[config.mk]
export PLATFORM = sky130hd
export DESIGN_NAME = bram_port_ctrl
export DESIGN_NICKNAME = d
export VERILOG_FILES = /design/src/rtl/bram_port_ctrl_pkg.sv /design/src/rtl/bram_port_ctrl_resp_fifo2.sv /design/src/rtl/bram_port_ctrl.sv
export SDC_FILE = /design/constraint.sdc
export NUM_CORES = 1
export LEC_CHECK = 0
export BUFFER_PORTS_ARGS = -buffer_cell sky130_fd_sc_hd__clkbuf_2
export CORE_ASPECT_RATIO = 1.1
export CORE_UTILIZATION = 48
export CTS_CLUSTER_SIZE = 25
export DETAILED_ROUTE_END_ITERATION = 8
export GPL_TIMING_DRIVEN = 0
export PLACE_DENSITY = 0.89
export SLEW_MARGIN = 20
export SYNTH_ARGS = -nofsm -noshare
export SYNTH_HDL_FRONTEND = slang
export SYNTH_HIERARCHICAL = 1
export SYNTH_SLANG_ARGS = --single-unit
[constraint.sdc]
create_clock -name clk -period 5.3 [get_ports clk]
set_input_delay 0.53 -clock clk [delete_from_list [all_inputs] [get_ports clk]]
set_output_delay 0.53 -clock clk [all_outputs]
set_load 0.005 [all_outputs]
[src/rtl/bram_port_ctrl_pkg.sv]
// Shared constants and the response-entry type for the block-RAM port controller.
package bram_port_pkg;
    localparam int unsigned DATA_L     = 4;
    localparam int unsigned DATA_W     = DATA_L * 8;
    localparam int unsigned BYTE_W     = $clog2(DATA_L);
    localparam int unsigned RESP_DEPTH = 2;

    typedef struct packed {
        logic              write;
        logic [DATA_W-1:0] rdata;
    } resp_entry_t;
endpackage

[src/rtl/bram_port_ctrl_resp_fifo2.sv]
// Two-entry register FIFO holding responses; only pointers and occupancy are reset.
module resp_fifo2
    import bram_port_pkg::*;
(
    input  logic        clk,
    input  logic        rst,
    input  logic        push,
    input  logic        pop,
    input  resp_entry_t din,
    output resp_entry_t dout,
    output logic [1:0]  occ
);

    resp_entry_t mem_q [RESP_DEPTH];
    logic        wr_ptr_q, wr_ptr_d;
    logic        rd_ptr_q, rd_ptr_d;
    logic [1:0]  occ_q, occ_d;

    always_comb begin
        wr_ptr_d = wr_ptr_q ^ push;
        rd_ptr_d = rd_ptr_q ^ pop;
        occ_d    = occ_q + {1'b0, push} - {1'b0, pop};
    end

    always_ff @(posedge clk or posedge rst) begin
        if (rst) begin
            wr_ptr_q <= 1'b0;
            rd_ptr_q <= 1'b0;
            occ_q    <= '0;
        end else begin
            wr_ptr_q <= wr_ptr_d;
            rd_ptr_q <= rd_ptr_d;
            occ_q    <= occ_d;
        end
    end

    always_ff @(posedge clk) begin
        if (push) begin
            mem_q[wr_ptr_q] <= din;
        end
    end

    assign dout = mem_q[rd_ptr_q];
    assign occ  = occ_q;

endmodule

[src/rtl/bram_port_ctrl.sv]
// Valid/ready front end for a single-port block RAM with one-cycle registered read.
module bram_port_ctrl
    import bram_port_pkg::*;
#(
    parameter int unsigned ADDR_W = 14
) (
    input  logic                     clk,
    input  logic                     rst,
    input  logic                     req_valid,
    output logic                     req_ready,
    input  logic [ADDR_W+BYTE_W-1:0] req_addr,
    input  logic [DATA_W-1:0]        req_wdata,
    input  logic [DATA_L-1:0]        req_sel,
    output logic                     resp_valid,
    input  logic                     resp_ready,
    output logic [DATA_W-1:0]        resp_rdata,
    output logic                     resp_write,
    output logic [ADDR_W-1:0]        mem_addr,
    output logic [DATA_W-1:0]        mem_wdata,
    output logic                     mem_en,
    output logic [DATA_L-1:0]        mem_sel,
    input  logic [DATA_W-1:0]        mem_rdata
);

    logic        inflight_q, inflight_d;
    logic        inflight_write_q, inflight_write_d;
    logic [1:0]  occ;
    logic [2:0]  credit;
    logic        accept;
    logic        pop;
    resp_entry_t push_entry;
    resp_entry_t head;
    logic        unused_addr_bits;

    assign unused_addr_bits = ^req_addr[BYTE_W-1:0];
    assign resp_valid       = (occ != 2'd0);

    always_comb begin
        pop = resp_valid & resp_ready;
        // Slots already claimed: queued responses plus the read still inside the RAM.
        credit    = {1'b0, occ} + {2'b00, inflight_q} - {2'b00, pop};
        req_ready = ~rst & (credit < 3'd2);
        accept    = req_valid & req_ready;

        mem_en    = accept;
        mem_addr  = req_addr[ADDR_W+BYTE_W-1:BYTE_W];
        mem_wdata = req_wdata;
        mem_sel   = accept ? req_sel : '0;

        inflight_d       = accept;
        inflight_write_d = accept ? (|req_sel) : inflight_write_q;

        push_entry.write = inflight_write_q;
        push_entry.rdata = mem_rdata;
    end

    always_ff @(posedge clk or posedge rst) begin
        if (rst) begin
            inflight_q       <= 1'b0;
            inflight_write_q <= 1'b0;
        end else begin
            inflight_q       <= inflight_d;
            inflight_write_q <= inflight_write_d;
        end
    end

    resp_fifo2 u_resp_fifo (
        .clk  (clk),
        .rst  (rst),
        .push (inflight_q),
        .pop  (pop),
        .din  (push_entry),
        .dout (head),
        .occ  (occ)
    );

    assign resp_rdata = head.rdata;
    assign resp_write = head.write;

endmodule

==> key figures, run 1 <==
Status
  – Status: finished, final reports clean

Global routing
  – M1 GR Usage: 16.91%
  – GR peak layer: met2
  – GRT Total Usage: approximately 15%
  – Grt met2 use: 26.89%
  – Largest net degree at the start of global routing: 22
  – Initial antenna violation count: 0
  – Vias in the first global route: 1714
  – First-pass GRT wire length: 7.790 mm
  – Met3 Use GR: 3.196%
  – Congestion Overflow GR: 0

Yosys
  – Xor and xnor area share after synthesis: between 1 and 1.5%
  – Compound-Gate Fraction of Synth Area: 0%
  – Synth Area per Inst: 17.99 um^2
  – Post-synthesis adder-cell area fraction: 2.522%
  – Warnings from Yosys: 6
  – Synth cell types: 19
  – Cells after Synth: around 180
  – Syn Nets: 276
  – Synth Area in Simple Gates: 2.446%
  – Synthesized flop and latch total: between 70 and 80
  – Sequential share of the synthesized area: 65.11%
  – Post-synth top area share: 60.53%
  – Leading area contributor after synthesis: edfxtp_1
  – Post-synthesis mux area share: 15.13%
  – Largest family of logic cells by synthesized area: multiplexers
  – Synthesized area: 3274 um^2
  – Synth area leaders: edfxtp_1 (61%), mux2_4 (14%), buf_4 (11%), dfrtp_1 (4.6%), ha_1 (1.9%)

Layout
  – Area delta synth->final: 31.22%
  – Ant. Diodes: 0
  – Layout cell share with drive strength beyond 1: 71.38%
  – Layout Nets: 414
  – Final core occ: about two thirds
  – Filler cell count: approximately 490
  – Final Non-Filler Cells: ~410

Route
  – DRT antenna net count: 0
  – Total number of vias: 1862
  – # DRC: 0
  – WL per Instance: 13.59 um
  – Initial DRC Count: 57
  – Routed vias/inst: 4.575
  – TritonRoute pass-1 iters: 3
  – Final WL: 5.530 mm

STA
  – Fmax: 289.8 MHz
  – Hold Vio Cnt, Final: 0
  – Max_slew headroom: 73.03%
  – Setup Skew: 9.806 ps
  – Final TNS setup: 0 ps
  – Fin crit share: 65.10%
  – Post-route minimum period: roughly 3500 ps
  – Worst-Margin Slew: 404.6 ps
  – Final setup viols: 0
  – PnR worst setup slack: 1849 ps
  – RSZ-0062 raised after global routing: no
  – Max-slew violation count: 0
  – Hold Slack: 56.67 ps

Placement
  – DP Wirelength: 4.121 mm
  – I/O Buffers: about 130
  – Pre-CTS WS: 2182 ps
  – Placed cells: 391
  – RePlAce Congestion: between 0.6 and 0.7

Floorplanning
  – Core ar.: about 6600 um^2
  – Die Ht: 88.63 um
  – Die W: 80.75 um
  – Num ports: 174
  – Std-Cell Rows: 31
  – Initial Util: 49.66%
  – Full die area: 7156 um^2

Worst setup path
  – Req. time, crit path: about 4800 ps
  – Worst setup EP type: primary output
  – Crit Path Category: reg -> out
  – CP peak stage delay: approximately 450 ps
  – CP Launch Type: flop
  – Crit-path max FO: 7
  – Worst EP arrival: 2920 ps
  – Crit-path cells: or2_2 -> and2_1 -> ha_1 -> nand2b_1 -> fa_1 -> xor2_1 -> and4bb_4 -> and2_2 -> clkbuf_2
  – Critical-path top delay cell: dfrtp_1

Power and ir drop
  – Leakage power: 0.001969 uW
  – Peak VDD IR: 0.2807 mV
  – Pwr/cell area: 440.8 nW/um^2

CTS
  – Clock slew seen by the registers of the worst setup and hold paths: roughly 70 ps
  – Postcts setup bufs: 0
  – CTS tree: built
  – CTS HTree Levels: 3
  – Number of hold buffers added after CTS: 0
  – Clk buf depth: 2
  – Post-cts sizing count: 0
  – CTS Buf Count: 9
  – Clk_lat worst skew: ~330 ps
  – CTS Sinks: 72
  – Clk root buf: clkbuf_8

Hold path
  – Min-delay worst type: in -> async

Flow run
  – MaxCap Viol Count: 0
-- kinds of logic after synthesis --
kind of cell,after synthesis
xor+xnor,3
fa+ha+maj,6
buf+inv,57
flops,72
mux,34
simple gates,10
-- registers in the layout (all words and copies together) (netlist names) --
name	count
inflight_q	1
u_resp_fifo/wr_ptr_q	1
u_resp_fifo/occ	2
u_resp_fifo/rd_ptr_q	1
u_resp_fifo/mem_q	66
inflight_write_q	1
-- final cells by class --
cell class	count	area, um^2	area share [%]
Buffer	50	416.7	9.697
Clock buffer	10	127.6	2.970
Clock inverter	6	106.4	2.475
Inverter	7	26.28	0.6115
Multi-Input combinational cell	53	704.4	16.39
Sequential cell	72	2132	49.62
Tap cell	82	102.6	2.388
Timing Repair Buffer	127	680.7	15.84
-- worst max-delay path, delay by kind of cell (launching register included) --
kind                     cells  cell delay (ps)
AND/OR/NAND/NOR              5             1220
adder cells (fa/ha/maj)      2              650
flip-flops                   1              450
XOR/XNOR                     1              160
buffers and inverters        1              100
-- layer usage --
metal | part of all wire (%) | vias up
li1 | - | 886
met1 | 37 | 868
met2 | 55 | 97
met3 | 5.5 | 11
met4 | 2.1 | 0
met5 | 0 | -
-- cells in the mapped netlist, drive strengths merged --
| cell | instances |
|---|---|
| nor3b | 1 |
| and2 | 5 |
| dfrtp | 6 |
| mux2 | 34 |
| ha | 5 |
| edfxtp | 66 |
| and4bb | 1 |
| xor2 | 2 |
| fa | 1 |
| xor3 | 1 |
| or4 | 1 |
| buf | 50 |
| nand2b | 1 |
| inv | 7 |
| or2 | 1 |
-- report_power, final --
part	internal, uW	total (uW)	switching, uW	leakage [uW]
clock network	311	505	193	0.000116
registers	713	745	31.7	0.000665
logic	391	644	253	0.00119
total	1420	1890	478	0.00197
-- layout by cell type, fill, tap and decap left out, types with 4 or more instances in the layout --
cell type	instances
dfrtp_1	6
buf_4	46
and2_2	4
inv_1	7
clkbuf_2	125
mux2_2	4
mux2_4	30
edfxtp_1	66
clkbuf_8	9
-- final timing paths --
kind | from | cells past startpoint | end | slack [ps]
min in group clk | mem_rdata[24] | 1 | u_resp_fifo/mem_q[0][24] | 380
worst min register to register | inflight_write_q | 0 | u_resp_fifo/mem_q[0][32] | 480
worst max register to register | u_resp_fifo/occ[1] | 8 | inflight_write_q | 2540
max in group asynchronous | rst | 2 | u_resp_fifo/occ[0] | 5060
worst max-delay path | u_resp_fifo/occ[1] | 9 | mem_sel[1] | 1850
worst min-delay path | rst | 2 | inflight_q | 60
-- per-stage QoR --
stage,cell area (um^2),power (uW)
finish,4297,1894
CTS,4297,1919
detailed placement,4063,1414
global route,4297,2002
global placement,4003,1377
floorplan,3274,1196
Note: power is estimated with default switching activity, not from simulation.
==> inputs of run 2 (changes only) <==
- CORE_UTILIZATION: 48 -> 45
- PLACE_DENSITY: 0.89 -> 0.84
- clock period: 5.3 -> 3.2 ns (I/O delays scaled with it)
==> run 2 against run 1 <==
Compared with the run above: final cell count grew 1.5%; worst setup slack got worse by 1700 ps; sequential share of layout area up 0.19 points; first-iteration DRC count fell by 19%; largest power group unchanged; critical endpoint is now mem_sel[0]; largest cell class unchanged.
==> key figures, run 2 (synthesis gave the netlist of run 1 again) <==
Status
  – Status: finished, final reports clean (unchanged)

CTS
  – CTS Sinks: 72 (unchanged)
  – Clock slew seen by the registers of the worst setup and hold paths: 80 ps (was 70 ps)
  – CTS HTree Levels: 3 (unchanged)
  – CTS Buf Count: 9 (unchanged)
  – Clk_lat worst skew: 330 ps (about the same)
  – CTS tree: built (unchanged)
  – Clk buf depth: 2 (unchanged)
  – Clk root buf: clkbuf_8 (unchanged)

STA
  – Max-slew violation count: 0 (unchanged)
  – Post-route minimum period: 3083 ps
  – Max_slew headroom: 71.13% (was 73.03%)
  – Fin crit share: 96.33%
  – Fmax: 324.4 MHz
  – Setup Skew: 8.936 ps (was 9.806 ps)
  – Final setup viols: 0 (unchanged)
  – Worst-Margin Slew: 433.0 ps (was 404.6 ps)
  – Final TNS setup: 0 ps (unchanged)
  – RSZ-0062 raised after global routing: no (unchanged)
  – Hold Vio Cnt, Final: 0 (unchanged)

Power and ir drop
  – Peak VDD IR: 0.3747 mV (was 0.2807 mV)
  – Leakage power: 0.001958 uW (was 0.001969 uW)
  – Pwr/cell area: 699.9 nW/um^2 (was 440.8 nW/um^2)

Layout
  – Most frequent cells in the layout: clkbuf_2 (125), edfxtp_1 (66), buf_4 (48) (was clkbuf_2 (125), edfxtp_1 (66), buf_4 (46))
  – Ant. Diodes: 0 (unchanged)
  – Largest register FFs: 66 (unchanged)
  – Layout Nets: 417 (was 414)
  – Finished layout cell area: 4283 um^2 (was 4297 um^2)
  – Area delta synth->final: 30.80% (was 31.22%)
  – Final Non-Filler Cells: 413 (was 407)
  – Largest Register: u_resp_fifo/mem_q (unchanged)
  – Layout cell share with drive strength beyond 1: 72.56% (was 71.38%)
  – Commonest non-fill, non-tap cell in the layout: clkbuf_2 (unchanged)

Flow run
  – MaxCap Viol Count: 0 (unchanged)

Worst setup path
  – Worst setup EP type: primary output (unchanged)
  – Crit-path max FO: 7 (unchanged)
  – Req. time, crit path: 2880 ps (was 4770 ps)
  – Worst-case reg-to-reg path depth: 8 (unchanged)
  – Crit Path Category: reg -> out (unchanged)
  – Worst EP arrival: 2760 ps (was 2920 ps)
  – CP Launch Type: flop (unchanged)

Global routing
  – M1 GR Usage: 14.72% (was 16.91%)
  – GRT Total Usage: 14.60% (was 15.23%)
  – Vias in the first global route: 1840 (was 1714)
  – Met3 Use GR: 5.273% (was 3.196%)
  – Largest net degree at the start of global routing: 30 (was 22)
  – Initial antenna violation count: 0 (unchanged)
  – First-pass GRT wire length: 8.342 mm (was 7.790 mm)
  – Congestion Overflow GR: 0 (unchanged)
  – Grt met2 use: 27.46% (was 26.89%)
  – GR peak layer: met2 (unchanged)

Floorplanning
  – Die Ht: 91.47 um (was 88.63 um)
  – Num ports: 174 (unchanged)
  – Initial Util: 46.73% (was 49.66%)
  – Core ar.: 7007 um^2 (was 6594 um^2)
  – Std-Cell Rows: 32 (was 31)
  – Die W: 83.33 um (was 80.75 um)
  – Full die area: 7622 um^2 (was 7156 um^2)

Route
  – # DRC: 0 (unchanged)
  – Final WL: 5.445 mm (was 5.530 mm)
  – WL per Instance: 13.18 um (was 13.59 um)
  – Initial DRC Count: 46 (was 57)
  – DRT antenna net count: 0 (unchanged)
  – TritonRoute pass-1 iters: 4 (was 3)
  – Routed vias/inst: 4.508 (was 4.575)
  – Total number of vias: 1862 (unchanged)

Hold path
  – Hold depth: 1
  – Min-delay worst type: in -> reg (was in -> async)

Placement
  – DP Wirelength: 4.028 mm (was 4.121 mm)
  – I/O Buffers: 125 (unchanged)
  – Placed cells: 394 (was 391)
  – RePlAce Congestion: 0.6776 (was 0.6255)
  – Post-DP Area: 4059 um^2 (was 4063 um^2)
## run 2: cell types whose count changed in the layout (fill, tap and decap cells not counted), sizes merged
cell | before | now
buf | 52 | 54
bufinv | 3 | 1
clkbuf | 135 | 134
clkinv | 2 | 3
clkinvlp | 0 | 2
dlygate4sd3 | 0 | 1
## run 2: power breakdown
part / switching [uW] / internal (uW) / leakage, uW
sequential: 43.9 / 1180 / 0.000664
combinational: 427 / 664 / 0.00120
clock: 321 / 359 / 0.0000933
## run 2: worst paths after layout
| path | startpoint | endpoint | slack (ps) |
|---|---|---|---|
| setup / recovery | u_resp_fifo/occ[0] | mem_sel[0] | 120 |
| hold / removal | mem_rdata[28] | u_resp_fifo/mem_q[1][28] | 170 |
| setup reg to reg | u_resp_fifo/occ[0] | inflight_write_q | 600 |
| hold reg to reg | inflight_write_q | u_resp_fifo/mem_q[1][32] | 480 |
| max in group asynchronous | rst | u_resp_fifo/occ[1] | 2590 |
| min in group asynchronous | rst | inflight_q | 420 |
## run 2: per-stage QoR
step	hold slack, ps	power, uW	util, %	setup slack (ps)
3_3_place_gp	204.4	2281	57.18	375.9
5_1_grt	145.7	3167	61.12	6.633
3_5_place_dp	203.6	2330	57.93	342.7
4_1_cts	149.8	3033	60.98	25.36
6_report	168.9	2998	61.12	117.5
2_1_floorplan	61.18	1981	-	522.4
## run 2: cell type report
type                            instances  area (um^2)
Inverter                                7        26.28
Clock inverter                          7        71.32
Tap cell                               85        106.4
Buffer                                 50        416.7
Fill cell                             532         2724
Sequential cell                        72         2133
Clock buffer                            9        123.9
Timing Repair Buffer                  130        698.2
Multi-Input combinational cell         53        706.9
## run 2: metal layers
metal,vias up,share of wire (%)
met5,-,0
met3,6,7.1
li1,890,-
met4,0,0.81
met2,98,56
met1,868,36
## run 2: critical path: stages, from the launching register on
cell,delay [ps]
dfrtp_1,400
or2_2,320
and2_4,180
ha_1,260
nand2b_1,150
fa_1,370
xor2_1,160
and4bb_4,350
and2_2,150
clkbuf_2,100
## run 2: repair_timing
action / 4_1_cts / 5_1_grt
gates resized for setup: 1 / 1
pin swaps: 0 / 1
hold endpoints to repair: 6 / 0
buffers inserted: 1 / 1
endpoints found under the setup margin: 4 / 4
hold buffers: 1 / 0
==> inputs of run 3 (changes only) <==
- CELL_PAD_IN_SITES_DETAIL_PLACEMENT: default -> 1
- CELL_PAD_IN_SITES_GLOBAL_PLACEMENT: default -> 2
- CORE_UTILIZATION: 45 -> 29
==> run 3 against run 2 <==
Compared with the run above: global-route usage is 4.3 points lower; final cell count increased by 15%; clock power up 36%; hold slack improved by 20 ps; clock skew down 2.9 ps; total power is 8.8% higher; sequential power hardly changed; register-to-register slack lost 70 ps; highest routed layer unchanged.
==> key figures, run 3 (synthesis gave the netlist of run 1 again) <==
Layout
  – Largest register FFs: 66 (unchanged)
  – Register area: 2133 um^2 (unchanged)
  – Filler cell count: 1147 (was 532)
  – Commonest non-fill, non-tap cell in the layout: clkbuf_2 (unchanged)
  – Final core occ: 40.64% (was 61.12%)
  – Largest Register: u_resp_fifo/mem_q (unchanged)
  – Ant. Diodes: 0 (unchanged)
  – Most frequent cells in the layout: clkbuf_2 (125), edfxtp_1 (66), buf_4 (50) (was clkbuf_2 (125), edfxtp_1 (66), buf_4 (48))
  – Layout Nets: 419 (was 417)
  – Area of the multi-input gates: 709.4 um^2 (was 706.9 um^2)
  – Area delta synth->final: 36.03% (was 30.80%)
  – Layout cell share with drive strength beyond 1: 72.34% (was 72.56%)

Floorplanning
  – Full die area: 11720 um^2 (was 7622 um^2)
  – Die W: 103.3 um (was 83.33 um)
  – Std-Cell Rows: 40 (was 32)
  – Num ports: 174 (unchanged)
  – Die Ht: 113.4 um (was 91.47 um)
  – Initial Util: 29.87% (was 46.73%)
  – Core ar.: 10960 um^2 (was 7007 um^2)

Global routing
  – Initial antenna violation count: 0 (unchanged)
  – Vias in the first global route: 1886 (was 1840)
  – GRT Total Usage: 10.25% (was 14.60%)
  – First-pass GRT wire length: 8.721 mm (was 8.342 mm)
  – Congestion Overflow GR: 0 (unchanged)
  – Largest net degree at the start of global routing: 28 (was 30)

Hold path
  – Min-delay worst type: in -> reg (unchanged)

STA
  – Max_slew headroom: 84.35% (was 71.13%)
  – Fin crit share: 95.39% (was 96.33%)
  – Setup Skew: 5.998 ps (was 8.936 ps)
  – Final setup viols: 0 (unchanged)
  – Max-slew violation count: 0 (unchanged)
  – Worst-Margin Slew: 234.8 ps (was 433.0 ps)
  – PnR worst setup slack: 147.5 ps (was 117.5 ps)
  – Final TNS setup: 0 ps (unchanged)
  – RSZ-0062 raised after global routing: no (unchanged)
  – Hold Vio Cnt, Final: 0 (unchanged)
  – Hold Slack: 189.1 ps (was 168.9 ps)
  – Fmax: 327.6 MHz (was 324.4 MHz)
  – Post-route minimum period: 3053 ps (was 3083 ps)

Route
  – M1 WL: 2.191 mm (was 1.938 mm)
  – WL per Instance: 12.64 um (was 13.18 um)
  – TritonRoute pass-1 iters: 5 (was 4)
  – Metal3 WL: 386 um (was 387 um)
  – # DRC: 0 (unchanged)
  – WL met2: 3.353 mm (was 3.073 mm)
  – DRT antenna net count: 0 (unchanged)
  – Total number of vias: 1916 (was 1862)
  – Initial DRC Count: 30 (was 46)
  – Routed vias/inst: 4.025 (was 4.508)
  – Top Metal Used: met4 (unchanged)
  – Final WL: 6.016 mm (was 5.445 mm)

Worst setup path
  – Crit Path Category: reg -> out (unchanged)
  – Critical R2R Launch: u_resp_fifo/occ[1] (was u_resp_fifo/occ[0])
  – Worst setup EP type: primary output (unchanged)
  – Crit-path cells: or2_2 -> and2_4 -> ha_1 -> nand2b_1 -> fa_2 -> xor2_1 -> and4bb_4 -> and2_2 -> clkbuf_2 (was or2_2 -> and2_4 -> ha_1 -> nand2b_1 -> fa_1 -> xor2_1 -> and4bb_4 -> and2_2 -> clkbuf_2)
  – Req. time, crit path: 2880 ps (about the same)
  – CP endpoint: mem_sel[2] (was mem_sel[0])
  – Worst EP arrival: 2730 ps (was 2760 ps)
  – Critical-path top delay cell: dfrtp_2 (was dfrtp_1)
  – R2R setup slack: 530 ps (was 600 ps)
  – CP Launch Type: flop (unchanged)
  – Crit-path max FO: 7 (unchanged)
  – Worst setup startpoint: u_resp_fifo/occ[1] (was u_resp_fifo/occ[0])
  – CP peak stage delay: 420 ps (was 400 ps)
  – FF-to-FF End: inflight_write_q (unchanged)
  – Worst-case reg-to-reg path depth: 9 (was 8)

Power and ir drop
  – Pwr Total: 3261 uW (was 2998 uW)
  – Peak VDD IR: 0.2420 mV (was 0.3747 mV)
  – Leakage power: 0.002005 uW (was 0.001958 uW)
  – Pwr/cell area: 732.1 nW/um^2 (was 699.9 nW/um^2)

Status
  – Status: finished, final reports clean (unchanged)

Placement
  – Pre-CTS WS: 304.3 ps (was 342.7 ps)
  – I/O Buffers: 125 (unchanged)
  – RePlAce Congestion: 0.6649 (was 0.6776)
  – DP Wirelength: 4.640 mm (was 4.028 mm)

CTS
  – Clk buf depth: 2 (unchanged)
  – Clock slew seen by the registers of the worst setup and hold paths: 50 ps (was 80 ps)
  – CTS Buf Count: 9 (unchanged)
  – CTS tree: built (unchanged)
  – CTS HTree Levels: 3 (unchanged)
  – Clk_lat worst skew: 320 ps (was 330 ps)
  – CTS Sinks: 72 (unchanged)
  – Clk root buf: clkbuf_16 (was clkbuf_8)

Flow run
  – MaxCap Viol Count: 0 (unchanged)
[run 3: area by class of cell]
class | count | share of cell area, %
sequential | 72 | 47.89
multi-input combinational | 53 | 15.93
timing repair buffer | 132 | 15.84
buffer | 50 | 9.354
clock buffer | 11 | 5.225
tap | 147 | 4.129
clock inverter | 4 | 1.039
inverter | 7 | 0.5899
[run 3: per-layer routing]
| layer | vias to the layer above | track usage [%] |
|---|---|---|
| li1 | 892 | - |
| met1 | 925 | 10.52 |
| met2 | 93 | 18.31 |
| met3 | 6 | 3.493 |
| met4 | 0 | 5.070 |
| met5 | - | 0 |
[run 3: timing repair]
item	CTS	global route
resized for setup	1	2
endpoints found under the hold margin	6	0
buffers inserted	0	4
setup endpoints to repair	4	4
pin swaps	1	1
hold buffers	1	0
[run 3: stage by stage]
| stage | cells | cell area, um^2 |
|---|---|---|
| final | 476 | 4454 |
| after global routing | 476 | 4454 |
| after CTS | 472 | 4419 |
| after detailed placement | 456 | 4129 |
| after global placement | 454 | 4084 |
| after floorplan | 182 | 3274 |
[run 3: power by group]
part / internal, uW / switching (uW) / leakage, uW
Combinational: 670 / 435 / 0.00121
Clock: 594 / 329 / 0.000133
Sequential: 1190 / 47.3 / 0.000664
[run 3: worst min-delay path by stage]
stage	start	end	slack, ps	cells after the start
6_report	mem_rdata[26]	u_resp_fifo/mem_q[0][26]	190	1
5_1_grt	mem_rdata[26]	u_resp_fifo/mem_q[0][26]	180	1
4_1_cts	mem_rdata[22]	u_resp_fifo/mem_q[1][22]	170	1
3_5_place_dp	rst	inflight_q	200	2
3_3_place_gp	rst	inflight_q	190	2
2_1_floorplan	rst	inflight_q	60	1
[run 3: critical path, delay by kind of cell (launching register included)]
kind,cells,cell delay (ps)
XOR/XNOR,1,160
adder cells (fa/ha/maj),2,600
buffers and inverters,1,110
flip-flops,1,420
AND/OR/NAND/NOR,5,1140
